--- src/rtl/mem_bus_arbiter.sv ---
// mem_bus_arbiter: two-master native memory bus arbiter with a bus-timeout watchdog
module mem_bus_arbiter #(
    parameter bit          ROUND_ROBIN    = 1'b1,
    parameter int unsigned TIMEOUT_CYCLES = 255,
    parameter logic [31:0] ERR_RDATA      = 32'hDEAD_BEEF
) (
    input  logic        clk,
    input  logic        reset_n,
    input  logic        m0_valid,
    input  logic [31:0] m0_addr,
    input  logic [31:0] m0_wdata,
    input  logic [3:0]  m0_wstrb,
    output logic        m0_ready,
    output logic [31:0] m0_rdata,
    input  logic        m1_valid,
    input  logic [31:0] m1_addr,
    input  logic [31:0] m1_wdata,
    input  logic [3:0]  m1_wstrb,
    output logic        m1_ready,
    output logic [31:0] m1_rdata,
    output logic        s_valid,
    output logic [31:0] s_addr,
    output logic [31:0] s_wdata,
    output logic [3:0]  s_wstrb,
    input  logic        s_ready,
    input  logic [31:0] s_rdata,
    output logic [1:0]  grant,
    output logic        bus_err,
    output logic [31:0] err_addr,
    input  logic        err_clr
);
    typedef enum logic [1:0] {IDLE = 2'b00, G0 = 2'b01, G1 = 2'b10} state_t;
    localparam bit          TO_EN   = TIMEOUT_CYCLES != 0;
    localparam logic [15:0] TO_LAST = 16'(TIMEOUT_CYCLES - 1);
    state_t      state, state_nx;
    logic        last_m1;
    logic [15:0] cnt;
    logic        sel0, sel1, req, expire, fin;
    logic [31:0] rdata_g;
    assign sel0     = state == G0;
    assign sel1     = state == G1;
    assign req      = (sel0 && m0_valid) || (sel1 && m1_valid);
    assign expire   = TO_EN && req && !s_ready && cnt == TO_LAST;
    assign fin      = req && (s_ready || expire);
    assign grant    = state;
    assign s_valid  = req && !expire;
    assign s_addr   = sel0 ? m0_addr : sel1 ? m1_addr : '0;
    assign s_wdata  = sel0 ? m0_wdata : sel1 ? m1_wdata : '0;
    assign s_wstrb  = sel0 ? m0_wstrb : sel1 ? m1_wstrb : '0;
    assign rdata_g  = expire ? ERR_RDATA : s_rdata;
    assign m0_ready = sel0 && fin;
    assign m1_ready = sel1 && fin;
    assign m0_rdata = sel0 ? rdata_g : '0;
    assign m1_rdata = sel1 ? rdata_g : '0;
    always_comb begin
        state_nx = state;
        if (state == IDLE)
            state_nx = (m0_valid && m1_valid) ? ((ROUND_ROBIN && !last_m1) ? G1 : G0) :
                       m0_valid ? G0 : m1_valid ? G1 : IDLE;
        else if (!req || fin)
            state_nx = IDLE;
    end
    always_ff @(posedge clk or negedge reset_n) begin
        if (!reset_n) begin
            state    <= IDLE;
            last_m1  <= 1'b1;
            cnt      <= '0;
            bus_err  <= 1'b0;
            err_addr <= '0;
        end else begin
            state <= state_nx;
            cnt   <= (state != IDLE && state_nx != IDLE) ? cnt + 16'd1 : '0;
            if (fin)
                last_m1 <= sel1;
            if (err_clr) begin
                bus_err  <= 1'b0;
                err_addr <= '0;
            end
            if (expire) begin
                bus_err <= 1'b1;
                if (!bus_err || err_clr)
                    err_addr <= s_addr;
            end
        end
    end
endmodule

--- config.mk ---
export PLATFORM = sky130hd
export DESIGN_NAME = mem_bus_arbiter
export DESIGN_NICKNAME = d
export VERILOG_FILES = /design/src/rtl/mem_bus_arbiter.sv
export SDC_FILE = /design/constraint.sdc
export NUM_CORES = 1
export LEC_CHECK = 0
export CAP_MARGIN = 15
export CORE_AREA = 2 2 133 135
export CTS_BUF_LIST = sky130_fd_sc_hd__clkbuf_8
export CTS_CLUSTER_DIAMETER = 200
export DETAILED_ROUTE_END_ITERATION = 10
export DIE_AREA = 0 0 135 137
export PLACE_DENSITY_LB_ADDON = 0.2
export SYNTH_ARGS = -nofsm -noshare
export SYNTH_HDL_FRONTEND = slang
export SYNTH_SLANG_ARGS = --single-unit
--- constraint.sdc ---
create_clock -name clk -period 3.95 [get_ports clk]
set_clock_uncertainty 0.05 [all_clocks]
set_input_delay 0.9875 -clock clk [delete_from_list [all_inputs] [get_ports clk]]
set_output_delay 0.9875 -clock clk [all_outputs]
set_load 0.05 [all_outputs]
==> impl_metrics.yaml, run 1 <==
timing:
  slew_headroom_pct: 53.7
  clock.fmax_ghz: 0.270
  slew_viol_final: 0
  timing.final.crit_share_pct: 93.9
  rsz0062_at_grt: "false"
  worstMarginPinSlew_ns: 0.695
  min_period_ns: 3.71
  setup-violations-final: 0
  finalSetupTns_ns: 0
  finalHoldViolations: 0
clock_tree:
  clk_path_buf_depth: 2
  post_cts_buffers: 0
  clock_sinks: 52
  cts-root-buf: "clkbuf_8"
  h-tree-depth: 2
  clk_latency_ns: 0.31
  cts_hold_buf: 0
  tritoncts: "yes"
  cts_resized: 0
  clk_pin_slew_ns: 0.09
  numCtsBuffers: 5
critical_path:
  regToRegEndpoint: "err_addr[30]$_DFF_PN0_"
  crit_fanout: 19
  cp_data_arrival_time_ns: 2.67
  reg2reg_slack_ns: 1.10
  ff2ff_path_depth: 7
  critPathKind: "in -> out"
  timing.rr.start: "cnt[0]$_DFF_PN0_"
  worstPathRequired_ns: 2.91
  end_kind: "output port"
  startpoint_type: "input port"
die:
  rows: 48
  start_util_pct: 22.1
  die_area_um2: 18500
  die_y_um: 137
  num_io_pins: 344
  die_w_um: 135
  core_area_um2: 17100
grt:
  antenna_found_initial: 0
  grt.overflow.total: 0
  grt_pass1_wl_um: 27100
  track_usage_pct: 19.8
  grt_start_max_net_pins: 101
  grt_pass1_vias: 4220
synth:
  ys_ff_latch: 52
  synth_seq_area_share_pct: 34.5
  synth_ff_type: "dfrtp_1"
  yosysUniqueCellTypes: 41
  synthArstFlopShare_pct: 100
  syn_inst: 369
  ys_top_cells_by_area: "dfrtp_1, a22o_1, mux2_4, o21a_1, nor2b_1"
  synth_area_leader_cell: "dfrtp_1"
  synth_top_area_share_pct: 33.8
  yosysWarnings: 0
  synth_edf_count: 0
  syn-num-nets: 545
  syn_area_um2: 3780
  avgSynthCellArea_um2: 10.2
drt:
  routed_wl_um: 19700
  drc: 0
  first_pass_iters: 4
  via_count: 4287
  drtIter0Drc: 183
  antenna_left: 0
  wl_per_cell_um: 21.4
  vias_per_cell: 4.66
min_path:
  min_from: "cnt[0]$_DFF_PN0_"
  whs_path_depth: 1
  holdCritPathClass: "reg -> reg"
  holdPathEnd: "cnt[0]$_DFF_PN0_"
cells_and_area:
  fin_nets: 870
  synthToLayoutAreaGrowth_pct: 109
  final_cell_mix: "clkdlybuf4s50_1, a22o_1, dfrtp_1"
  final_common_cell: "clkdlybuf4s50_1"
  drive_above_1_share_pct: 20.0
  antenna_cells: 0
place:
  numPortBuffers: 343
  gp_congestion: 0.801
  hpwlAfterDp_um: 16100
power_and_ir_drop:
  irDropWorstVdd_mv: 0.409
  powerDensity_nw_per_um2: 531
  finalPower_mw: 4.19
  power.leakage_nw: 3.33
outcome:
  status: "complete, no violations"
run:
  cap_violations: 0
[state kept, by name, indices dropped and copies added (netlist names)]
name,flops
bus_err,1
err_addr,32
grant,2
last_m1,1
cnt,16
[per-layer routing]
| layer | global-route usage (%) | vias to the layer above | part of all wire, % |
|---|---|---|---|
| met5 | 0 | - | 0 |
| met4 | 3.36 | 0 | 0.81 |
| met3 | 6.48 | 10 | 9.8 |
| met2 | 31.8 | 200 | 47 |
| met1 | 26.4 | 2071 | 42 |
| li1 | - | 2006 | - |
[worst max-delay path, cell delays in order]
cell and delay [ns]:
clkdlybuf4s50_1 0.54, nand3b_1 0.14, a21oi_1 0.19, and2_1 0.22
buf_4 0.25, o21a_1 0.19, buf_12 0.15
[through the flow]
| stage | cells | hold WS (ns) | utilization (%) | setup WS (ns) | instance area [um^2] |
|---|---|---|---|---|---|
| 4_1_cts | 920 | 0.476 | 46.3 | 0.209 | 7890 |
| 3_5_place_dp | 912 | 0.462 | 45.8 | 0.235 | 7810 |
| 3_3_place_gp | 912 | 0.446 | 45.8 | 0.281 | 7810 |
| 2_1_floorplan | 369 | 0.423 | - | 0.379 | 3780 |
| 6_report | 920 | 0.474 | 46.3 | 0.241 | 7890 |
| 5_1_grt | 920 | 0.516 | 46.3 | 0.0795 | 7890 |
[cell families (layout without fill, tap and decap cells)]
| group | after synthesis | count (layout) | synth area share, % |
|---|---|---|---|
| adders and majority gates | 2 | 2 | 0.662 |
| buffers and inverters | 41 | 367 | 5.80 |
| AOI/OAI and AO/OA | 125 | 125 | 27.0 |
| and+or+nand+nor | 103 | 103 | 16.2 |
| DFF | 52 | 52 | 34.5 |
| muxes | 33 | 33 | 12.8 |
| xor gates and xnor gates | 13 | 13 | 3.01 |
[cells in the mapped netlist, types with 2 or more instances]
cell	n
nand2_1	5
and3_1	16
inv_1	5
buf_6	3
mux2_2	2
nor4_1	3
nand4_1	4
o21ba_2	3
nor2_1	20
clkbuf_1	20
a21oi_1	3
nand3b_1	2
nor2b_1	33
o21a_1	48
nor3_1	3
dfrtp_1	51
xnor2_1	12
buf_1	5
buf_4	3
a22o_1	68
ha_1	2
mux2_4	30
buf_2	3
nand2b_1	3
nand3_1	6
[worst max-delay path by stage]
| stage | to | cells past startpoint | from |
|---|---|---|---|
| after global routing | m1_rdata[23] | 7 | m0_valid |
| final | m0_rdata[25] | 7 | m0_valid |
| after CTS | m0_rdata[25] | 7 | m0_valid |
| after floorplan | s_valid | 7 | m1_valid |
| after global placement | m1_rdata[6] | 7 | m0_valid |
| after detailed placement | m1_rdata[6] | 7 | m0_valid |
[power breakdown]
part	leakage (nW)	internal [mW]	switching, mW
Sequential	0.721	0.550	0.0233
Combinational	2.56	1.24	2.08
Clock	0.0505	0.120	0.180
Total	3.33	1.91	2.28
[cell type report]
| class | count | area [um^2] |
|---|---|---|
| Clock inverter | 3 | 12.5 |
| Sequential cell | 52 | 1300 |
| Multi-Input combinational cell | 276 | 2270 |
| Fill cell | 1582 | 9160 |
| Tap cell | 225 | 282 |
| Clock buffer | 5 | 68.8 |
| Timing Repair Buffer | 354 | 3940 |
| Inverter | 5 | 18.8 |
Note: power is estimated with default switching activity, not from simulation.
==> run 2: changes to the inputs <==
- HOLD_SLACK_MARGIN: unset -> 0.1
- SETUP_SLACK_MARGIN: unset -> 0.1
==> impl_metrics.yaml, run 2 (synthesis results as in run 1) <==
outcome:
  status: "complete, no violations"
critical_path:
  ff2ff_path_depth: 7
  critPathKind: "reg -> out"
  crit_fanout: 53
  end_kind: "output port"
  startpoint_type: "flip-flop"
  cp_data_arrival_time_ns: 2.65
  worstPathRequired_ns: 2.91
die:
  die_area_um2: 18500
  num_io_pins: 344
  die_y_um: 137
  core_area_um2: 17100
  rows: 48
  start_util_pct: 22.1
  die_w_um: 135
cells_and_area:
  fillers: 1580
  final_cell_area_um2: 7900
  largest_reg_flops: 32
  final_cell_mix: "clkdlybuf4s50_1, a22o_1, dfrtp_1"
  top_register: "err_addr"
  final_common_cell: "clkdlybuf4s50_1"
  multi_input_area_um2: 2270
  synthToLayoutAreaGrowth_pct: 109
  drive_above_1_share_pct: 20.0
  antenna_cells: 0
  fin_nets: 870
  register_area_um2: 1300
drt:
  drtIter0Drc: 208
  vias_per_cell: 4.65
  wl_per_cell_um: 21.4
  antenna_left: 0
  via_count: 4279
  first_pass_iters: 4
  routed_wl_um: 19700
  drc: 0
clock_tree:
  numCtsBuffers: 5
  post_cts_buffers: 0
  clk_path_buf_depth: 2
  clk_pin_slew_ns: 0.09
  clock_sinks: 52
  h-tree-depth: 2
  cts-root-buf: "clkbuf_8"
  clk_latency_ns: 0.31
  tritoncts: "yes"
place:
  numPortBuffers: 343
  place_area_um2: 7810
  hpwlAfterDp_um: 16100
  gp_congestion: 0.801
power_and_ir_drop:
  irDropWorstVdd_mv: 0.409
  powerDensity_nw_per_um2: 531
  power.leakage_nw: 3.33
timing:
  timing.final.crit_share_pct: 93.4
  min_period_ns: 3.69
  slew_headroom_pct: 53.4
  finalSetupTns_ns: 0
  slew_viol_final: 0
  finalHoldViolations: 0
  worstMarginPinSlew_ns: 0.699
  clock.fmax_ghz: 0.271
  setup-violations-final: 0
  rsz0062_at_grt: "false"
grt:
  grt_pass1_vias: 4220
  track_usage_pct: 19.8
  grt_start_max_net_pins: 101
  grt.overflow.total: 0
  grt_pass1_wl_um: 27100
  antenna_found_initial: 0
min_path:
  whs_path_depth: 1
  holdCritPathClass: "reg -> reg"
run:
  cap_violations: 0
## run 2: cell count changes in the layout (fill, tap and decap cells not counted)
cell / change
buf_4: -1
buf_6: +1
## run 2: worst max-delay path, cell delays in order, from the launching register on
cell	delay, ns
dfrtp_1	0.49
inv_1	0.14
nor2_4	0.10
buf_4	0.46
a22o_1	0.29
clkdlybuf4s50_1	0.82
## run 2: final cells by class
| class | count | share of cell area (%) |
|---|---|---|
| Clock buffer | 5 | 0.871 |
| Clock inverter | 3 | 0.158 |
| Inverter | 5 | 0.238 |
| Multi-Input combinational cell | 276 | 28.8 |
| Sequential cell | 52 | 16.5 |
| Tap cell | 225 | 3.56 |
| Timing Repair Buffer | 354 | 49.9 |
## run 2: through the flow
stage | instances | utilization [%] | total power [mW] | hold WS, ns | setup slack, ns
2_1_floorplan | 369 | - | 2.54 | 0.423 | 0.379
3_3_place_gp | 912 | 45.8 | 3.91 | 0.446 | 0.281
3_5_place_dp | 912 | 45.8 | 3.91 | 0.462 | 0.235
4_1_cts | 920 | 46.3 | 4.23 | 0.476 | 0.209
5_1_grt | 920 | 46.3 | 4.35 | 0.516 | 0.126
6_report | 920 | 46.3 | 4.19 | 0.474 | 0.262
## run 2: routing by layer
metal	share of wire (%)	vias up	track usage, %
met2	47	202	31.8
met3	9.9	11	6.48
met1	42	2061	26.4
met4	0.81	0	3.36
li1	-	2005	-
met5	0	-	0
## run 2: path summary, 6_finish.rpt
check	slack (ns)	end	from
max in group asynchronous	2.39	err_addr[26]$_DFF_PN0_	reset_n
min in group asynchronous	0.65	grant[1]$_DFF_PN0_	reset_n
hold / removal	0.47	cnt[0]$_DFF_PN0_	cnt[0]$_DFF_PN0_
setup reg to reg	1.09	err_addr[30]$_DFF_PN0_	cnt[0]$_DFF_PN0_
hold reg to reg	0.47	cnt[0]$_DFF_PN0_	cnt[0]$_DFF_PN0_
setup / recovery	0.26	s_addr[31]	grant[1]$_DFF_PN0_
## run 2: where the power goes
group | switching (mW) | leakage, nW | internal (mW)
Sequential | 0.0236 | 0.721 | 0.550
Combinational | 2.08 | 2.56 | 1.24
Clock | 0.182 | 0.0505 | 0.120
Total | 2.28 | 3.33 | 1.91
## run 2: timing repair
item,4_1_cts,5_1_grt
endpoints found under the setup margin,0,12
hold buffers,0,0
resized for setup,0,1
==> run 3: changes to the inputs <==
- GPL_ROUTABILITY_DRIVEN: unset -> 1
- HOLD_SLACK_MARGIN: 0.1 -> unset
==> results of run 3 <==
No change in the layout: final DEF, timing and power equal those of run 2.
